`src/rtl/fab_warmboot_ctrl.sv`:
```
// Warmboot sequencer: accepts a keyed slot request, then drives slot/boot strobes to the FPGA warmboot primitive.
// Latency: first boot_o high 2 cycles after the accept edge's SETUP phase (3rd edge counting accept); busy for 2+PULSE+HOLD cycles.
// Backpressure: req_ready_o is high only in IDLE; requests presented while busy are dropped, not queued.
//
// Ports:
//   clk_i, rst_in                 clock, asynchronous active-low reset
//   req_valid_i/req_ready_o       request handshake; req_slot_i/req_key_i sampled only at accept
//   slot_o, boot_o                slot select and boot strobe to the warmboot primitive
//   busy_o, err_o                 sequence in progress, sticky rejected-request flag
module fab_warmboot_ctrl #(
    parameter int         NUM_SLOTS         = 4,
    parameter int         BOOT_PULSE_CYCLES = 4,
    parameter int         HOLD_CYCLES       = 16,
    parameter logic [7:0] KEY               = 8'hA5
) (
    input  logic       clk_i,
    input  logic       rst_in,
    input  logic       req_valid_i,
    output logic       req_ready_o,
    input  logic [3:0] req_slot_i,
    input  logic [7:0] req_key_i,
    output logic [3:0] slot_o,
    output logic       boot_o,
    output logic       busy_o,
    output logic       err_o
);

    typedef enum logic [1:0] {
        IDLE  = 2'd0,
        SETUP = 2'd1,
        PULSE = 2'd2,
        HOLD  = 2'd3
    } state_t;

    // Counters hold "cycles remaining minus one" so a state exits when the count reaches zero.
    localparam logic [7:0] SETUP_LOAD = 8'd1;
    localparam logic [7:0] PULSE_LOAD = 8'(BOOT_PULSE_CYCLES - 1);
    localparam logic [7:0] HOLD_LOAD  = (HOLD_CYCLES == 0) ? 8'd0 : 8'(HOLD_CYCLES - 1);
    localparam logic [4:0] SLOT_LIMIT = 5'(NUM_SLOTS);

    state_t     state;
    logic [7:0] cnt;
    logic       accept;
    logic       req_ok;

    // req_ready_o is only ever high in IDLE, so accept implies IDLE.
    assign accept = req_valid_i & req_ready_o;
    assign req_ok = (req_key_i == KEY) && ({1'b0, req_slot_i} < SLOT_LIMIT);

    always_ff @(posedge clk_i or negedge rst_in) begin
        if (!rst_in) begin
            state       <= IDLE;
            cnt         <= 8'd0;
            slot_o      <= 4'd0;
            boot_o      <= 1'b0;
            busy_o      <= 1'b0;
            err_o       <= 1'b0;
            req_ready_o <= 1'b0;
        end else begin
            case (state)
                IDLE: begin
                    req_ready_o <= 1'b1;
                    if (accept) begin
                        if (req_ok) begin
                            slot_o      <= req_slot_i;
                            err_o       <= 1'b0;
                            busy_o      <= 1'b1;
                            req_ready_o <= 1'b0;
                            cnt         <= SETUP_LOAD;
                            state       <= SETUP;
                        end else begin
                            // Rejected: flag it, leave slot/boot untouched and stay ready.
                            err_o <= 1'b1;
                        end
                    end
                end
                SETUP: begin
                    if (cnt == 8'd0) begin
                        boot_o <= 1'b1;
                        cnt    <= PULSE_LOAD;
                        state  <= PULSE;
                    end else begin
                        cnt <= cnt - 8'd1;
                    end
                end
                PULSE: begin
                    if (cnt == 8'd0) begin
                        boot_o <= 1'b0;
                        if (HOLD_CYCLES == 0) begin
                            busy_o      <= 1'b0;
                            req_ready_o <= 1'b1;
                            state       <= IDLE;
                        end else begin
                            cnt   <= HOLD_LOAD;
                            state <= HOLD;
                        end
                    end else begin
                        cnt <= cnt - 8'd1;
                    end
                end
                HOLD: begin
                    if (cnt == 8'd0) begin
                        busy_o      <= 1'b0;
                        req_ready_o <= 1'b1;
                        state       <= IDLE;
                    end else begin
                        cnt <= cnt - 8'd1;
                    end
                end
                default: begin
                    state <= IDLE;
                end
            endcase
        end
    end

endmodule
```
`config.mk`:
```
export PLATFORM = sky130hd
export DESIGN_NAME = fab_warmboot_ctrl
export DESIGN_NICKNAME = d
export VERILOG_FILES = /design/src/rtl/fab_warmboot_ctrl.sv
export SDC_FILE = /design/constraint.sdc
export NUM_CORES = 1
export LEC_CHECK = 0
export ABC_CLOCK_PERIOD_IN_PS = 2600
export BUFFER_PORTS_ARGS = -buffer_cell sky130_fd_sc_hd__buf_2
export CORE_UTILIZATION = 50
export DETAILED_ROUTE_END_ITERATION = 7
export GPL_ROUTABILITY_DRIVEN = 0
export MAX_ROUTING_LAYER = met4
export PLACE_DENSITY = 0.74
export SLEW_MARGIN = 10
export SYNTH_ARGS = -nofsm -noshare
export SYNTH_HDL_FRONTEND = slang
export SYNTH_SLANG_ARGS = --single-unit
```
`constraint.sdc`:
```
create_clock -name clk_i -period 2.6 [get_ports clk_i]
set_clock_uncertainty 0.05 [all_clocks]
set_input_delay 0.39 -clock clk_i [delete_from_list [all_inputs] [get_ports clk_i]]
set_output_delay 0.39 -clock clk_i [all_outputs]
set_load 0.01 [all_outputs]
```
# == Yosys cells after proc, flatten, opt, wreduce, memory -nomap -nowiden ==
# Cells that the tools add are included.
# totals
regBits,18
latch_bits,0
ramBits,0
mem_bits_ro,0
in_bits,15
output_inout_bits,8
mem_count,0
# classes
add_sub_neg,1
n_mul,0
div_mod_pow,0
order_cmp,1
n_eq_ne,10
shifts,0
n_mux,21
bitwise,1
reduce_logical,12
# ops
cell,count
8-bit two-way mux,5
8-bit one-hot mux with 4 select lines,1
"2-bit != test, second input constant",6
2-bit two-way mux,5
3-bit AND reduction,3
"8-bit == test, second input constant",1
8-bit logical NOT,1
2-bit one-hot mux with 4 select lines,1
"8-bit by 1-bit subtractor with 8-bit output, second input constant",1
1-bit two-way mux,6
1-bit one-hot mux with 2 select lines,3
5-bit AND reduction,1
"2-bit == test, second input constant",2
"4-bit by 3-bit less-than comparator with 1-bit output, second input constant",1
2-bit AND reduction,2
4-bit AND reduction,1
2-bit nonzero test,2
"2-bit by 1-bit == test with 1-bit output, second input constant",1
2-bit logical NOT,1
1-bit AND,1
1-bit logical AND,1

# == Longest topological paths before layout ==
# logic_depth
ltp_word,5
ltp_mapped,6
depth_no_buf,6

# == Least setup slack after synthesis ==
# OpenSTA, ideal clock, no wires.
# synth_path
kind,register to register
from,register state[0]
to,register state[1]
setup_ns,0.125
t_arrival_ns,1.746
required_time_ns,2.425
path_slack_ns,0.679
path_stages_with_launch,7
path_buffers,1
period_less_slack_ns,1.921
path_cell_list,dfrtp_1 > ha_1 > buf_2 > nor3_1 > a21oi_1 > nor2_1 > mux2_2
# synth_via
elab_chain_len,3
elab_cells_between_ends,11
cone_classes,eq/ne: 8; mux: 1; reduce/logical: 2
# synth_rtl
item,line_no,rtl
start: declaration,41,state_t state;
start signal: assignment,52,state <= IDLE;
start signal: assignment,70,state <= SETUP;
start signal: assignment,81,state <= PULSE;
2-bit by 1-bit == test with 1-bit output (tied with other cells),60,case (state)
2-bit != test (no source line),--,
5-bit AND reduction (no source line),--,
# Several ways; a longest one is shown, not always the timed one.
# A chain may end at the register's enable or synchronous reset.

# == Worst setup path after layout ==
# Same ends and word-level chain as after synthesis.

==> summary.md <==
| Metric | Value |
|---|---|
| Final Hold Vio Count | `0` |
| Comb pwr share | `58.7%` |
| Leak pwr | `0.615 nW` |
| DR iter-0 viols | `26` |
| Vias in the first global route | `801` |
| Power Total | `1.58 mW` |
| Chip Height | `48.9 um` |
| CP arrival | `2.22 ns` |
| Hold buffers post-CTS | `1` |
| Synth Flop Type | `dfrtp_1` |
| Initial core utilization | `54.4%` |
| DP HPWL | `1.64 mm` |
| Max Slew Vio Count | `0` |
| Post-synth EDFFs | `0` |
| Status | `finished clean` |
| Cells after DPL | `150` |
| # H-tree levels | `1` |
| Crit Path Category | `reg2reg` |
| DRC viols | `0` |
| Post-Synthesis Cells | `103` |
| CTS buffer count | `3` |
| Die width | `48.9 um` |
| Pre-CTS setup slack | `0.547 ns` |
| Worst hold start | `req_slot_i[1]` |
| WL final | `2.16 mm` |
| YS warnings | `0` |
| Initial antenna violation count | `0` |
| IO Pins | `23` |
| Non-filler cells, final | `155` |
| Commonest non-fill, non-tap cell in the layout | `buf_2` |
| Worst endpoint required time | `2.74 ns` |
| DRT antenna net count | `0` |
| Port bufs | `22` |
| Hold depth | `2` |
| Cell area after synthesis | `1100 sq um` |
| Diodes inserted | `0` |
| Setup crit end kind | `flop` |
| Total gr overflow | `0` |
| Nets | `150` |
| Min-delay worst type | `in2reg` |
| Core Rows | `16` |
| Total of max-cap violations | `0` |
| Global-route wire length before repair | `3.68 mm` |
| Reg clk slew, reported paths | `0.10 ns` |
| Mean Syn Cell Area | `10.7 sq um` |
| Syn Nets | `124` |
| R2R Setup Slk | `0.52 ns` |
| Sequence of cells on the critical path | `inv_1 > ha_1 > nor3_1 > a21oi_1 > nor2_1 > mux2_2` |
| FF-to-FF path depth | `6` |
| Core area | `2020 sq um` |
| Commonest cells after routing, fill and taps aside | `buf_2, dfrtp_1, inv_1, a21oi_1, nor2_1` |
| DIE AREA | `2390 sq um` |
| Via count | `904` |
| CTS sink count | `18` |
| Overall Global Routing Usage | `20.4%` |
| Cell-internal power | `0.878 mW` |
| Clk_lat worst skew | `0.30 ns` |
| P_sw | `0.706 mW` |
| Sw Share | `44.6%` |
| Synthesized flop and latch total | `18` |
| Worst Setup Start Kind | `flop` |
| Maximum VDD drop | `936 uV` |
| Seq pwr share | `30.3%` |
| Hold EP | `slot_o[1]$_DFFE_PN0P_` |
| Rel. slew slack | `57.4%` |
| Setup Buffers After CTS | `0` |
| CP max-delay cell | `nor3_1` |
| PostCTS Resize Cnt | `0` |
| Fin worst setup slack | `0.522 ns` |
| RSZ-0062 raised after global routing | `no` |
| Critical path's largest stage delay | `0.56 ns` |
| Max FO, Critical Path | `7` |
| Sequential element share of the synthesized area | `41.0%` |
| Fmax | `0.481 GHz` |
| CTS Buffer Depth | `2` |
| Final Critical Period | `2.08 ns` |
| R2r endpoint | `state[1]$_DFFE_PN0P_` |
| Root Driver | `clkbuf_4` |
| TNS Setup | `0 ns` |
| Largest net degree at the start of global routing | `19` |
| First-pass DRT Iterations | `4` |
| PwrDens | `1240 nW/um^2` |
| TritonCTS clock tree | `built` |
| Post-synth ARST share | `100%` |
| Layout cells sized above 1 | `32.0%` |
| Final Cycle Share | `79.9%` |
| Post-DR vias/cell | `5.83` |
| Clock Power Share | `11.0%` |
| WL per Instance | `13.9 um` |
| Worst R2R Start | `state[0]$_DFFE_PN0P_` |
| Netlist cell types | `43` |
| Slew of the pin with the lowest slew margin | `0.633 ns` |
| Area growth from synthesis to layout | `16.2%` |
| Final setup fails | `0` |
## worst max-delay path: cells and delay by family (launching register included)
family	cells	cell delay, ns
compound gates	1	0.08
fa+ha+maj	1	0.28
mux	1	0.35
buf+inv	1	0.08
flops	1	0.40
simple gates	2	0.73
## cell usage after synthesis (2+ instances only)
library cell	count	area share, %
and2_1	2	1.1
a21oi_1	8	3.6
nand2_1	3	1.0
and4bb_2	3	3.4
o21ai_0	4	1.8
inv_1	8	2.7
dfrtp_1	18	41
a221oi_1	2	1.6
a21o_1	3	2.0
nor2_1	7	2.4
a32oi_1	2	1.6
a31oi_1	2	1.1
nand3_1	2	0.91
nor3_1	2	0.91
mux2_2	3	3.1
a22o_1	2	1.6
ha_1	6	6.8
## logic make-up (layout without fill, tap and decap cells)
family	after synthesis	count (layout)	share of synthesized area [%]
buffers and inverters	11	36	4.55
AOI/OAI and AO/OA	35	35	25.4
muxes	4	4	3.98
DFF	18	18	41.0
xor gates and xnor gates	1	1	0.797
and+or+nand+nor	28	28	17.5
adders and majority gates	6	6	6.83
## stage by stage
step	util, %	hold slack [ns]	area, sq um
finish	63.2	0.268	1280
global route	63.2	0.264	1280
CTS	63.2	0.264	1280
detailed placement	60.9	0.294	1230
global placement	60.9	0.290	1230
floorplan	-	0.0444	1100
## power by group through the flow
stage	sequential, mW	combinational (mW)	clock, mW
2_1_floorplan	0.460	0.754	0
6_report	0.480	0.929	0.174
4_1_cts	0.478	0.924	0.178
3_5_place_dp	0.484	0.916	0
3_3_place_gp	0.477	0.898	0
5_1_grt	0.493	1.03	0.192
## how the worst max path moves through the flow
stage / start / to / slack (ns)
3_3_place_gp: state[0]$_DFFE_PN0P_ / state[1]$_DFFE_PN0P_ / 0.59
2_1_floorplan: state[0]$_DFFE_PN0P_ / state[1]$_DFFE_PN0P_ / 0.68
3_5_place_dp: state[0]$_DFFE_PN0P_ / state[1]$_DFFE_PN0P_ / 0.55
4_1_cts: state[0]$_DFFE_PN0P_ / state[1]$_DFFE_PN0P_ / 0.53
6_report: state[0]$_DFFE_PN0P_ / state[1]$_DFFE_PN0P_ / 0.52
5_1_grt: state[0]$_DFFE_PN0P_ / state[1]$_DFFE_PN0P_ / 0.38
## sequential cells by signal, summed over array words and instances (netlist names)
signal       cells
boot_o           1
cnt              8
req_ready_o      1
slot_o           4
state            2
busy_o           1
err_o            1
## layout make-up
cell class | instances | area (sq um)
Inverter | 8 | 30.0
Tap cell | 27 | 33.8
Sequential cell | 18 | 450
Timing Repair Buffer | 24 | 128
Multi-Input combinational cell | 74 | 599
Clock buffer | 4 | 36.3
Fill cell | 155 | 744
## metal layers
layer  wire length [um]  track usage [%]  vias to the layer above
li1                   -                -                      434
met3                111             5.61                        2
met1                976             26.1                      438
met5                  0                -                        -
met2               1060             33.1                       30
met4                  7             2.94                        0
Note: power is estimated with default switching activity, not from simulation.
